--- src/rtl/alu_sched_if.sv ---
// alu_sched_if: requester, ALU and response signals of the shared-ALU sequencer.
interface alu_sched_if #(parameter int WIDTH = 64);
  logic             req0_valid, req0_ready, req0_setcc;
  logic [WIDTH-1:0] req0_a, req0_b;
  logic [1:0]       req0_fun;
  logic             req1_valid, req1_ready, req1_setcc;
  logic [WIDTH-1:0] req1_a, req1_b;
  logic [1:0]       req1_fun;
  logic [WIDTH-1:0] alu_a, alu_b, alu_vale;
  logic [1:0]       alu_fun;
  logic [2:0]       alu_cc;
  logic             rsp_valid, rsp_ready, rsp_id;
  logic [WIDTH-1:0] rsp_vale;
  logic [2:0]       cc_q;
  modport slave (
    input  req0_valid, req0_a, req0_b, req0_fun, req0_setcc,
    input  req1_valid, req1_a, req1_b, req1_fun, req1_setcc,
    output req0_ready, req1_ready,
    output alu_a, alu_b, alu_fun,
    input  alu_vale, alu_cc,
    output rsp_valid, rsp_id, rsp_vale, cc_q,
    input  rsp_ready
  );
  modport master (
    output req0_valid, req0_a, req0_b, req0_fun, req0_setcc,
    output req1_valid, req1_a, req1_b, req1_fun, req1_setcc,
    input  req0_ready, req1_ready,
    input  alu_a, alu_b, alu_fun,
    output alu_vale, alu_cc,
    input  rsp_valid, rsp_id, rsp_vale, cc_q,
    output rsp_ready
  );
endinterface

--- src/rtl/alu_sched.sv ---
// alu_sched: round-robin sharing of one Y86-64 ALU between two requesters, owns the CC register.
// Define ALU_SCHED_FIXED_PRIO_EN to make port 0 win every tie instead of alternating.
module alu_sched #(
  parameter int         WIDTH    = 64,
  parameter logic [2:0] CC_RESET = 3'b100
) (
  input logic       clk,
  input logic       rst,
  alu_sched_if.slave io
);
  typedef enum logic [1:0] {IDLE, EXEC, RESP} state_t;
  state_t           state_q, state_d;
  logic [WIDTH-1:0] a_q, b_q, vale_q;
  logic [1:0]       fun_q;
  logic             setcc_q, id_q, rsp_id_q;
  logic [2:0]       cc_r;
  logic             any, gid, accept;
`ifndef ALU_SCHED_FIXED_PRIO_EN
  logic             last_grant;
`endif
  always_comb begin
    any = io.req0_valid | io.req1_valid;
`ifdef ALU_SCHED_FIXED_PRIO_EN
    gid = !io.req0_valid;
`else
    gid = (io.req0_valid & io.req1_valid) ? !last_grant : io.req1_valid;
`endif
    accept = (state_q == IDLE) && any;
    state_d = state_q;
    state_d = state_q == IDLE ? (any ? EXEC : IDLE) :
              state_q == EXEC ? RESP : (io.rsp_ready ? IDLE : RESP);
  end
  assign io.req0_ready = accept & !gid;
  assign io.req1_ready = accept & gid;
  assign io.alu_a      = a_q;
  assign io.alu_b      = b_q;
  assign io.alu_fun    = fun_q;
  assign io.rsp_valid  = state_q == RESP;
  assign io.rsp_id     = rsp_id_q;
  assign io.rsp_vale   = vale_q;
  assign io.cc_q       = cc_r;
  always_ff @(posedge clk) begin
    if (rst) begin
      state_q  <= IDLE;
      a_q      <= '0;
      b_q      <= '0;
      fun_q    <= '0;
      setcc_q  <= 1'b0;
      id_q     <= 1'b0;
      rsp_id_q <= 1'b0;
      vale_q   <= '0;
      cc_r     <= CC_RESET;
`ifndef ALU_SCHED_FIXED_PRIO_EN
      last_grant <= 1'b1;
`endif
    end else begin
      state_q <= state_d;
      if (accept) begin
        a_q     <= gid ? io.req1_a : io.req0_a;
        b_q     <= gid ? io.req1_b : io.req0_b;
        fun_q   <= gid ? io.req1_fun : io.req0_fun;
        setcc_q <= gid ? io.req1_setcc : io.req0_setcc;
        id_q    <= gid;
`ifndef ALU_SCHED_FIXED_PRIO_EN
        last_grant <= gid;
`endif
      end
      if (state_q == EXEC) begin
        vale_q   <= io.alu_vale;
        rsp_id_q <= id_q;
        if (setcc_q) cc_r <= io.alu_cc;
      end
    end
  end
endmodule

--- src/flat_wrapper.sv ---
// flat-port wrapper written by rule: the top's interface ports become plain ports
module alu_sched_flat 
#(
  parameter int         WIDTH    = 64,
  parameter logic [2:0] CC_RESET = 3'b100
)
  (clk, rst, io_req0_valid, io_req0_a, io_req0_b, io_req0_fun, io_req0_setcc, io_req1_valid, io_req1_a, io_req1_b, io_req1_fun, io_req1_setcc, io_req0_ready, io_req1_ready, io_alu_a, io_alu_b, io_alu_fun, io_alu_vale, io_alu_cc, io_rsp_valid, io_rsp_id, io_rsp_vale, io_cc_q, io_rsp_ready);
  alu_sched_if #(.WIDTH(WIDTH)) io_i ();
  input logic clk;
  input logic rst;
  input wire logic [$bits(io_i.req0_valid)-1:0] io_req0_valid;
  input wire logic [$bits(io_i.req0_a)-1:0] io_req0_a;
  input wire logic [$bits(io_i.req0_b)-1:0] io_req0_b;
  input wire logic [$bits(io_i.req0_fun)-1:0] io_req0_fun;
  input wire logic [$bits(io_i.req0_setcc)-1:0] io_req0_setcc;
  input wire logic [$bits(io_i.req1_valid)-1:0] io_req1_valid;
  input wire logic [$bits(io_i.req1_a)-1:0] io_req1_a;
  input wire logic [$bits(io_i.req1_b)-1:0] io_req1_b;
  input wire logic [$bits(io_i.req1_fun)-1:0] io_req1_fun;
  input wire logic [$bits(io_i.req1_setcc)-1:0] io_req1_setcc;
  output wire logic [$bits(io_i.req0_ready)-1:0] io_req0_ready;
  output wire logic [$bits(io_i.req1_ready)-1:0] io_req1_ready;
  output wire logic [$bits(io_i.alu_a)-1:0] io_alu_a;
  output wire logic [$bits(io_i.alu_b)-1:0] io_alu_b;
  output wire logic [$bits(io_i.alu_fun)-1:0] io_alu_fun;
  input wire logic [$bits(io_i.alu_vale)-1:0] io_alu_vale;
  input wire logic [$bits(io_i.alu_cc)-1:0] io_alu_cc;
  output wire logic [$bits(io_i.rsp_valid)-1:0] io_rsp_valid;
  output wire logic [$bits(io_i.rsp_id)-1:0] io_rsp_id;
  output wire logic [$bits(io_i.rsp_vale)-1:0] io_rsp_vale;
  output wire logic [$bits(io_i.cc_q)-1:0] io_cc_q;
  input wire logic [$bits(io_i.rsp_ready)-1:0] io_rsp_ready;
  assign io_i.req0_valid = io_req0_valid;
  assign io_i.req0_a = io_req0_a;
  assign io_i.req0_b = io_req0_b;
  assign io_i.req0_fun = io_req0_fun;
  assign io_i.req0_setcc = io_req0_setcc;
  assign io_i.req1_valid = io_req1_valid;
  assign io_i.req1_a = io_req1_a;
  assign io_i.req1_b = io_req1_b;
  assign io_i.req1_fun = io_req1_fun;
  assign io_i.req1_setcc = io_req1_setcc;
  assign io_req0_ready = io_i.req0_ready;
  assign io_req1_ready = io_i.req1_ready;
  assign io_alu_a = io_i.alu_a;
  assign io_alu_b = io_i.alu_b;
  assign io_alu_fun = io_i.alu_fun;
  assign io_i.alu_vale = io_alu_vale;
  assign io_i.alu_cc = io_alu_cc;
  assign io_rsp_valid = io_i.rsp_valid;
  assign io_rsp_id = io_i.rsp_id;
  assign io_rsp_vale = io_i.rsp_vale;
  assign io_cc_q = io_i.cc_q;
  assign io_i.rsp_ready = io_rsp_ready;
  alu_sched #(.WIDTH(WIDTH), .CC_RESET(CC_RESET)) u_core (.clk(clk), .rst(rst), .io(io_i));
endmodule
--- config.mk ---
export PLATFORM = sky130hd
export DESIGN_NAME = alu_sched_flat
export DESIGN_NICKNAME = d
export VERILOG_FILES = /design/src/rtl/alu_sched_if.sv /design/src/rtl/alu_sched.sv /design/src/flat_wrapper.sv
export SDC_FILE = /design/constraint.sdc
export NUM_CORES = 1
export LEC_CHECK = 0
export ABC_CLOCK_PERIOD_IN_PS = 1700
export CAP_MARGIN = 20
export CORE_AREA = 2 2 209 211
export CTS_BUF_LIST = sky130_fd_sc_hd__clkbuf_4 sky130_fd_sc_hd__clkbuf_8 sky130_fd_sc_hd__clkbuf_16
export CTS_CLUSTER_SIZE = 8
export DETAILED_ROUTE_END_ITERATION = 12
export DIE_AREA = 0 0 211 213
export GPL_TIMING_DRIVEN = 1
export PLACE_DENSITY = 0.49
export SYNTH_ARGS = -nofsm -noshare
export SYNTH_HDL_FRONTEND = slang
export SYNTH_SLANG_ARGS = --single-unit
export TNS_END_PERCENT = 5
--- constraint.sdc ---
create_clock -name clk -period 1.7 [get_ports clk]
set_input_delay 0.425 -clock clk [delete_from_list [all_inputs] [get_ports clk]]
set_output_delay 0.425 -clock clk [all_outputs]
set_load 0.02 [all_outputs]
Word level (Yosys, flattened, before mapping) --
Index checks and enable logic that the tools add are counted. W data, S select, Z words.
Storage, ports and cells: register bits after elaboration 203, input bits 334, output and inout bits 201, word-level logic and storage cells 30
Cells by class: eq/ne operators 2, mux-type cells 9, bitwise gates (word level) 4, reduce and logical (&&, ||, !) cells 5
Operators by type and width (number):
- $mux W64 | 2
- $mux W2 | 4
- $and A1 B1 Y1 | 3
- $mux W1 | 3
- $eq A2 B1 Y1 const B | 1
- $eq A2 B2 Y1 const B | 1
- $logic_not A1 Y1 | 2
- $logic_not A2 Y1 | 1
- $reduce_and A2 Y1 | 1
- $logic_and A1 B1 Y1 | 1
- $or A1 B1 Y1 | 1

Longest topological paths before layout --
Gate-level depths: netlist of the first run.
word-level depth 4, depth in mapped cells 7, mapped depth without buffers 3

Worst setup path after synthesis of the first run --
Ideal clock, no wire load.
path type input to output, from in io_req0_valid, to out io_req0_ready, data arrival time 1348 ps, required time 1275 ps, setup slack -73 ps, stages on the path 4, path buffers 3, cells stage by stage buf_2 > buf_2 > clkbuf_1 > and3_1
Between the ends: cells in the longest elaborated chain, start to end 4, elaborated cells on any way between the ends 6, those cells by class mux: 1; bitwise: 3; reduce/logical: 2
RTL lines:
- from (decl) | line flat_wrapper.sv:11 | input wire logic [$bits(io_i.req0_valid)-1:0] io_req0_valid;
- $and A1 B1 Y1 | line alu_sched.sv:26 | gid = (io.req0_valid & io.req1_valid) ? !last_grant : io.req1_valid;
- $mux W1 | line alu_sched.sv:26
- $logic_not A1 Y1 | line alu_sched.sv:33 | assign io.req0_ready = accept & !gid;
- $and A1 B1 Y1 (*) | line alu_sched.sv:33
- to (decl) | line flat_wrapper.sv:21 | output wire logic [$bits(io_i.req0_ready)-1:0] io_req0_ready;
Mark *: on every way between the ends. The rest lies on a longest branch, timed or not.

Worst setup path in the final report of the first run --
from reg u_core.last_grant, to out io_req0_ready
Between the ends: cells in the longest elaborated chain, start to end 4
RTL lines:
- from (decl) | line alu_sched.sv:19 | logic last_grant;
- from (signal assigned) | line alu_sched.sv:65 | last_grant <= gid;
- $logic_not A1 Y1 | line alu_sched.sv:26
- $mux W1 | line alu_sched.sv:26
- $logic_not A1 Y1 | line alu_sched.sv:33
- $and A1 B1 Y1 | line alu_sched.sv:33
Every way passes these cells.

==> qor.txt, run 1 <==
Layout cell share with drive strength beyond 1 - 8.03%
Post-route worst setup slack - -0.160 ns
Logic pwr share - 28.2%
Placement row count - 76
Max VDD drop - 587 uV
Part of the Yosys area used for sequential elements - 45.5%
Initial antenna violation count - 3
Status - complete, but fails checks
F_max - 538 MHz
Clock Power Share - 35.2%
Mapped Area - 0.00893 sq mm
Die span in y - 213 microns
R2R Setup Slk - 0.14 ns
I/O Buffers - 534
Endpoint, Worst Hold - u_core.io.rsp_vale[4]
Die Span X - 211 microns
Part of the cycle the worst path needs - 109%
Drt total wl - 45.1 mm
Net Sw Frac - 31.7%
Worst Max-Slew Pin Slew - 0.771 ns
First drt pass iteration count - 5
Drt drc - 0
Starting Density - 20.9%
Io pins - 535
Synth Net Count - 1437
# setup viols final - 3
Post-layout util - 36.5%
Clk sinks - 203
Hold path startpoint - rst
Fill count - 4473
Per-cell routed wire length - 21.3 microns
Hold violation count in the final report - 0
Clock Tree Root - clkbuf_16
Ys Warns - 0
Max Buffers Root-to-Sink - 3
Final instance area - 0.0156 sq mm
Hold Buf Count CTS - 0
Worst-case reg-to-reg path depth - 7
Most frequent cells in the layout - 330 x clkdlybuf4s50_1, 262 x nand4_1, 200 x dfxtp_1, 142 x dlygate4sd2_1, 132 x nand2_1
Number of CTS-inserted buffers - 29
Max Cap Violations - 0
Worst setup path category - reg -> out
Non-filler instance count after layout - 2117
Gate Count Post-Synth - 1103
Hold-critical path depth - 2
Flop pwr share - 36.6%
Minimum clock period - 1.86 ns
Int Pwr - 0.0101 W
Unrepaired setup endpoints after global routing - true
Largest net degree at the start of global routing - 145
Max-slew violation count - 0
Sw Pwr - 0.00470 W
Die area - 0.0449 sq mm
Total power - 0.0148 W
Commonest non-fill, non-tap cell in the layout - clkdlybuf4s50_1
Hold Crit Class - in -> reg
Synth Register Bits - 203
Post-route ant nets - 0
Placer congestion estimate - 0.785
PwrDens - 951 mW/mm^2
Distinct cells, synth - 26
Core Region - 0.0427 sq mm
Vias per std cell - 5.14
Worst reg2reg path startpoint - u_core.state_q[1]
Placed insts - 2075
CTS H-Tree Depth - 1
Failing checks - negative setup slack
Dpl hpwl - 29.6 mm
Worst-path clk slew - 0.05 ns
Starting DRT DRC Count - 570
Fin nets - 1902
Gr ovfl total - 0
Area delta synth->final - 74.4%
Slew margin rel. - 48.6%
Startpoint types - flip-flop
Layout Skew - 0.0118 ns
Setup crit end kind - output port
Syn_area_per_cell - 8.09 sq um
CTS tree - done
Global-route wire length before repair - 66.5 mm
DR vias - 10884
Critical Path AT - 1.44 ns
Reg2Reg Capture Point - u_core.io.alu_b[53]
Worst hold margin - 0.246 ns
Critical path fanouts, max - 4
DP Area - 0.0149 sq mm
Vias in the first global route - 10957
LEAKAGE - 5.88 nW
Required @ worst endpoint - 1.27 ns
Clock Latency Late Sink - 0.55 ns
Global Route Usage Sum - 18.8%
==> area by class of cell <==
class | count | area, sq um | area share [%]
inverters | 1 | 3.75 | 0.0241
diodes | 1 | 2.50 | 0.0161
multi-input cells | 744 | 4120 | 26.5
well taps | 546 | 683 | 4.39
flip-flops and latches | 203 | 4070 | 26.1
clock buffers | 33 | 762 | 4.90
repair buffers | 589 | 5930 | 38.1
==> registers in the layout, indices dropped and copies added (netlist names) <==
| register | flops |
|---|---|
| u_core.io.rsp_id | 1 |
| u_core.state_q | 2 |
| u_core.last_grant | 1 |
| u_core.io.alu_b | 64 |
| u_core.id_q | 1 |
| u_core.io.alu_a | 64 |
| u_core.io.cc_q | 3 |
| u_core.setcc_q | 1 |
| u_core.io.alu_fun | 2 |
| u_core.io.rsp_vale | 64 |
==> routing by layer <==
metal	GRT usage [%]	part of all wire [%]
met5	0	0.051
met4	6.68	3.2
met3	5.03	8.2
met2	30.6	46
met1	23.8	42
==> metrics by stage <==
stage / setup WS (ns) / setup TNS (ns)
after floorplan: -0.0365 / -0.0365
after global placement: -0.186 / -8.47
after detailed placement: -0.188 / -10.00
after CTS: -0.251 / -0.349
after global routing: -0.206 / -0.454
final: -0.160 / -0.281
==> Yosys cell counts, drive strengths merged <==
library cell  count  area share (%)
nand4           262              18
dfxtp           203              46
nand2           133             5.6
o21ai           133             7.5
a31oi           131             9.2
buf              82             5.5
clkbuf           73             3.2
a21oi            68             3.8
nand3             3            0.17
and3              2            0.14
nand2b            2            0.14
nand3b            2            0.17
nor2              2            0.25
nor2b             2            0.14
a211o             1           0.098
a211oi            1           0.084
inv               1           0.042
nor3              1           0.056
or2               1           0.070
==> repair_timing <==
action                     4_1_cts  5_1_grt
setup endpoints to repair      201      102
pin swaps                        2        2
buffers inserted                 0        6
cloned                           0        2
resized for setup              248       50
==> cells by family after synthesis <==
group,synth area share (%)
AOI/OAI and AO/OA,20.6
buffers and inverters,8.72
DFF,45.5
and+or+nand+nor,25.1
==> critical path, cell delays in order, from the launching register on <==
cell and delay (ns):
dfxtp_2 0.32, buf_6 0.11, nand2b_4 0.15, and3_4 0.19
buf_12 0.13
==> how the worst max path moves through the flow <==
stage,from,endpoint,slack (ns),depth (start not counted)
global placement,io_req0_valid,io_req1_ready,-0.19,5
floorplan,io_req1_valid,io_req0_ready,-0.04,6
finish,u_core.last_grant,io_req0_ready,-0.16,4
CTS,u_core.state_q[0],io_req0_ready,-0.25,4
detailed placement,io_req0_valid,io_req1_ready,-0.19,5
global route,u_core.last_grant,io_req0_ready,-0.21,4
==> power groups by stage <==
stage                     Sequential (W)  Clock [W]  Combinational, W
after global routing             0.00547    0.00557           0.00448
after global placement           0.00551          0           0.00431
after CTS                        0.00542    0.00538           0.00407
after detailed placement         0.00552          0           0.00433
after floorplan                  0.00600          0           0.00154
final                            0.00542    0.00521           0.00418
Note: power is estimated with default switching activity, not from simulation.
==> run 2: changes to the inputs <==
- PLACE_DENSITY: 0.49 -> 0.48
==> qor.txt, run 2 (same netlist as run 1, synthesis figures left out) <==
Int Pwr - 0.0101 W (+0.23%)
Max Buffers Root-to-Sink - 3 (unchanged)
Commonest non-fill, non-tap cell in the layout - clkdlybuf4s50_1
Max Cap Violations - 0 (unchanged)
Required @ worst endpoint - 1.27 ns (about the same)
Initial antenna violation count - 1 (-2)
Worst setup path category - reg -> out
Non-filler instance count after layout - 2118 (+0.047%)
CTS tree - done
DR vias - 10809 (-0.69%)
Fill count - 4391 (-1.8%)
Worst-path clk slew - 0.05 ns (about the same)
Gr ovfl total - 0 (unchanged)
Unrepaired setup endpoints after global routing - true
F_max - 519 MHz (-3.4%)
Io pins - 535 (unchanged)
Net Sw Frac - 31.9% (+0.13 points)
Largest net degree at the start of global routing - 82 (-43%)
Post-route ant nets - 0 (unchanged)
Clk sinks - 203 (unchanged)
Worst-case reg-to-reg path depth - 6 (-1)
I/O Buffers - 534 (unchanged)
Total power - 0.0149 W (+0.41%)
Flop pwr share - 36.6% (about the same)
Slew margin rel. - 70.2% (+22 points)
Die area - 0.0449 sq mm (unchanged)
Clock Tree Root - clkbuf_16
Part of the cycle the worst path needs - 113% (+3.8 points)
Placed insts - 2081 (+0.29%)
Minimum clock period - 1.93 ns (+0.0653 ns)
Max VDD drop - 661 uV (+13%)
Fin nets - 1902 (unchanged)
Per-cell routed wire length - 21.2 microns (-0.30%)
Starting Density - 20.9% (unchanged)
PwrDens - 961 mW/mm^2 (+0.97%)
Sw Pwr - 0.00474 W (+0.81%)
Layout cell share with drive strength beyond 1 - 11.5% (+3.4 points)
Vias per std cell - 5.10 (-0.74%)
Vias in the first global route - 10732 (-2.1%)
Most frequent cells in the layout - 330 x clkdlybuf4s50_1, 262 x nand4_1, 197 x dfxtp_1, 132 x nand2_1, 131 x a31oi_1
Placement row count - 76 (unchanged)
Placer congestion estimate - 0.767 (-2.2%)
Layout Skew - 0.00720 ns (-0.00463 ns)
# setup viols final - 2 (-1)
Area delta synth->final - 73.4%
Hold violation count in the final report - 0 (unchanged)
Global-route wire length before repair - 65.9 mm (-0.83%)
Worst Max-Slew Pin Slew - 0.447 ns (-0.324 ns)
Post-route worst setup slack - -0.226 ns (-0.0653 ns)
Status - complete, but fails checks
Starting DRT DRC Count - 619 (+8.6%)
Failing checks - negative setup slack
Max-slew violation count - 0 (unchanged)
First drt pass iteration count - 6 (+1)
Worst hold margin - 0.215 ns (-0.0311 ns)
CTS H-Tree Depth - 1 (unchanged)
Critical Path AT - 1.50 ns (+0.06 ns)
Drt drc - 0 (unchanged)
Hold Buf Count CTS - 0 (unchanged)
Startpoint types - flip-flop
Hold-critical path depth - 2 (unchanged)
Number of CTS-inserted buffers - 29 (unchanged)
Hold Crit Class - in -> reg
Die span in y - 213 microns (unchanged)
Global Route Usage Sum - 18.7% (about the same)
Clock Latency Late Sink - 0.56 ns (about the same)
Drt total wl - 44.9 mm (-0.25%)
Critical path fanouts, max - 4 (unchanged)
Core Region - 0.0427 sq mm (unchanged)
Logic pwr share - 27.9% (-0.3 points)
Clock Power Share - 35.6% (+0.4 points)
LEAKAGE - 5.58 nW (-5.2%)
Dpl hpwl - 30.8 mm (+4.0%)
Setup crit end kind - output port
Die Span X - 211 microns (unchanged)
==> run 2: cell types whose count changed in the layout (fill, tap and decap cells not counted), moves of 6 or more <==
| cell | previous run | this run |
|---|---|---|
| dlygate4sd2_1 | 142 | 50 |
| buf_6 | 8 | 2 |
| buf_4 | 27 | 35 |
| clkbuf_2 | 6 | 36 |
| clkdlybuf4s15_1 | 37 | 80 |
| clkdlybuf4s15_2 | 10 | 24 |
==> run 2: final timing paths <==
kind | from | to | slack (ns)
max | u_core.state_q[1] | io_req0_ready | -0.23
min | rst | u_core.io.rsp_vale[4] | 0.21
min reg2reg | u_core.io.rsp_vale[30] | u_core.io.rsp_vale[30] | 0.45
max reg2reg | u_core.state_q[1] | u_core.io.alu_a[26] | 0.11
==> run 2: critical path, cell delays in order (launching register included) <==
cell,delay [ns]
dfxtp_2,0.34
nor2_4,0.16
buf_12,0.12
and3_4,0.19
buf_12,0.12
==> run 2: per-layer routing <==
layer | global-route usage, % | wire length (microns) | share of wire (%) | vias to the layer above
li1 | - | - | - | 5130
met3 | 5.74 | 3790 | 8.4 | 67
met2 | 32.2 | 21400 | 48 | 448
met1 | 22.4 | 18400 | 41 | 5164
met4 | 5.63 | 1280 | 2.9 | 0
met5 | 0 | 0 | 0 | -
==> run 2: area by class of cell <==
type / instances / area, sq um / share of cell area, %
repair buffers: 589 / 5810 / 37.6
multi-input cells: 744 / 4120 / 26.6
flip-flops and latches: 203 / 4070 / 26.3
clock buffers: 33 / 762 / 4.92
well taps: 546 / 683 / 4.41
clock inverters: 1 / 20.0 / 0.129
inverters: 1 / 3.75 / 0.0242
diodes: 1 / 2.50 / 0.0162
==> run 2: power by group through the flow <==
stage               Sequential, W  Combinational, W  Clock [W]
global placement          0.00552           0.00442          0
finish                    0.00544           0.00415    0.00529
global route              0.00549           0.00444    0.00563
CTS                       0.00543           0.00421    0.00550
detailed placement        0.00553           0.00441          0
floorplan                 0.00600           0.00154          0
==> run 2: what timing repair did <==
| action | in CTS | in global routing |
|---|---|---|
| gates resized for setup | 341 | 96 |
| buffers inserted | 2 | 0 |
| setup endpoints to repair | 200 | 94 |
| pin swaps | 1 | 1 |
==> run 2: per-stage QoR <==
stage                     TNS, ns  util (%)  area, sq um  setup WS [ns]
after floorplan           -0.0365         -         8930        -0.0365
after global routing       -0.609      36.3        15500         -0.296
final                      -0.422      36.3        15500         -0.226
after detailed placement        0      34.9        14900         0.0547
after CTS                  -0.662      36.5        15600         -0.313
after global placement    -0.0262      34.9        14900        -0.0262
==> run 3: changes to the inputs <==
- SKIP_LAST_GASP: not set -> 1
- SLEW_MARGIN: not set -> 10
==> qor.txt, run 3 (same netlist as run 1, synthesis figures left out) <==
Net Sw Frac - 31.4% (-0.46 points)
Minimum clock period - 1.97 ns (+0.0425 ns)
Vias in the first global route - 10743 (+0.10%)
Dpl ws - 0.0547 ns (unchanged)
First drt pass iteration count - 8 (+2)
Worst hold margin - 0.218 ns (+0.00353 ns)
Worst Max-Slew Pin Slew - 0.498 ns (+0.0516 ns)
Startpoint types - flip-flop
Sw Pwr - 0.00474 W (about the same)
Part of the cycle the worst path needs - 116% (+2.5 points)
Worst-path clk slew - 0.05 ns (about the same)
Placement row count - 76 (unchanged)
Required @ worst endpoint - 1.27 ns (about the same)
Post-route worst setup slack - -0.268 ns (-0.0425 ns)
Clock Latency Late Sink - 0.56 ns (about the same)
Hold Crit Class - in -> reg
CTS H-Tree Depth - 1 (unchanged)
Vias per std cell - 5.09 (-0.28%)
Clock Tree Root - clkbuf_16
Io pins - 535 (unchanged)
Starting Density - 20.9% (unchanged)
Slew margin rel. - 66.8% (-3.4 points)
Gr ovfl total - 0 (unchanged)
Core Region - 0.0427 sq mm (unchanged)
Critical-path cell list - clkdlybuf4s50_1
Worst-case reg-to-reg path depth - 6 (unchanged)
Max Cap Violations - 0 (unchanged)
Int Pwr - 0.0103 W (+2.1%)
Status - complete, but fails checks
Critical path fanouts, max - 2 (-2)
Layout cell share with drive strength beyond 1 - 7.57% (-3.9 points)
Starting DRT DRC Count - 615 (-0.65%)
Setup TNS - -38.06 ns (-37.64 ns)
Logic pwr share - 28.9% (+1.0 points)
Initial antenna violation count - 1 (unchanged)
Max-slew violation count - 0 (unchanged)
Critical path's slowest cell - clkdlybuf4s50_1
Area delta synth->final - 76.1%
Max VDD drop - 658 uV (-0.35%)
PwrDens - 960 mW/mm^2 (about the same)
Hold Buf Count CTS - 0 (unchanged)
Hold-critical path depth - 2 (unchanged)
Global-route wire length before repair - 65.9 mm (about the same)
CTS tree - done
Largest net degree at the start of global routing - 82 (unchanged)
Global Route Usage Sum - 18.7% (-0.025 points)
Hold violation count in the final report - 0 (unchanged)
Failing checks - negative setup slack
Fin nets - 1902 (unchanged)
CP delay by family, top - buffers and inverters
Crit path depth - 1 (-3)
Flop pwr share - 36.0% (-0.6 points)
Layout Skew - 0.00731 ns (+0.000108 ns)
DR vias - 10779 (-0.28%)
Total power - 0.0151 W (+1.5%)
# setup viols final - 184 (+182)
Non-filler instance count after layout - 2118 (unchanged)
Drt total wl - 44.8 mm (-0.32%)
Worst path bufs/invs - 1 (-1)
Placed insts - 2081 (unchanged)
Max Buffers Root-to-Sink - 3 (unchanged)
Commonest non-fill, non-tap cell in the layout - clkdlybuf4s50_1
Die span in y - 213 microns (unchanged)
Setup crit end kind - output port
Most frequent cells in the layout - 494 x clkdlybuf4s50_1, 262 x nand4_1, 198 x dfxtp_1, 132 x nand2_1, 131 x a31oi_1
Die Span X - 211 microns (unchanged)
I/O Buffers - 534 (unchanged)
Critical Path AT - 1.54 ns (+0.04 ns)
Dpl hpwl - 30.8 mm (unchanged)
Worst path max stage delay - 0.66 ns (+0.32 ns)
F_max - 508 MHz (-2.2%)
Per-cell routed wire length - 21.2 microns (-0.32%)
Clk sinks - 203 (unchanged)
Number of CTS-inserted buffers - 29 (unchanged)
Die area - 0.0449 sq mm (unchanged)
Post-route ant nets - 0 (unchanged)
LEAKAGE - 5.44 nW (-2.5%)
Drt drc - 0 (unchanged)
Worst setup path category - reg -> out
Unrepaired setup endpoints after global routing - true
Clock Power Share - 35.1% (-0.5 points)
Placer congestion estimate - 0.767 (unchanged)
run 3: cell count changes in the layout (fill, tap and decap cells not counted), moves of 3 or more:
cell	change
dlygate4sd2_1	-33
buf_2	-3
dlymetal6s2s_1	+9
clkdlybuf4s15_2	-21
clkbuf_2	-36
clkdlybuf4s15_1	-80
clkdlybuf4s50_1	+164
run 3: repair_timing:
action | in CTS | in global routing
pin swaps | 1 | 0
resized for setup | 53 | 17
setup endpoints to repair | 200 | 216
setup buffers | 2 | 0
run 3: final timing paths:
check	startpoint	end	slack, ns
setup / recovery	u_core.io.alu_b[18]	io_alu_b[18]	-0.27
hold / removal	rst	u_core.io.rsp_vale[4]	0.22
setup reg to reg	u_core.state_q[0]	u_core.io.alu_a[19]	-0.03
hold reg to reg	u_core.io.rsp_vale[45]	u_core.io.rsp_vale[45]	0.45
run 3: power by group through the flow:
stage / Combinational [W] / Clock (W) / Sequential (W)
global route: 0.00466 / 0.00563 / 0.00549
floorplan: 0.00154 / 0 / 0.00600
finish: 0.00435 / 0.00530 / 0.00544
CTS: 0.00441 / 0.00550 / 0.00544
global placement: 0.00442 / 0 / 0.00552
detailed placement: 0.00441 / 0 / 0.00553
run 3: stage by stage:
| stage | util (%) | instance area, sq um |
|---|---|---|
| floorplan | - | 8930 |
| global placement | 34.9 | 14900 |
| detailed placement | 34.9 | 14900 |
| CTS | 36.7 | 15700 |
| global route | 36.8 | 15700 |
| finish | 36.8 | 15700 |
run 3: worst register-to-register path, cell delays in order, from the launching register on:
cell and delay (ns):
dfxtp_4 0.37, nor2_4 0.16, buf_12 0.12, buf_4 0.17
buf_4 0.44, nand4_1 0.18, a31oi_1 0.20
run 3: per-layer routing:
layer | part of all wire (%) | track usage, % | vias up
met5 | 0 | 0 | -
met4 | 3.0 | 5.68 | 0
met3 | 8.5 | 5.87 | 71
met2 | 48 | 32.1 | 444
met1 | 41 | 22.3 | 5137
li1 | - | - | 5127
run 3: cell type report:
cell class / count / area [sq um]
Inverter: 1 / 3.75
Timing Repair Buffer: 589 / 6040
Fill cell: 4343 / 27000
Antenna cell: 1 / 2.50
Clock buffer: 33 / 762
Sequential cell: 203 / 4080
Multi-Input combinational cell: 744 / 4130
Clock inverter: 1 / 20.0
Tap cell: 546 / 683
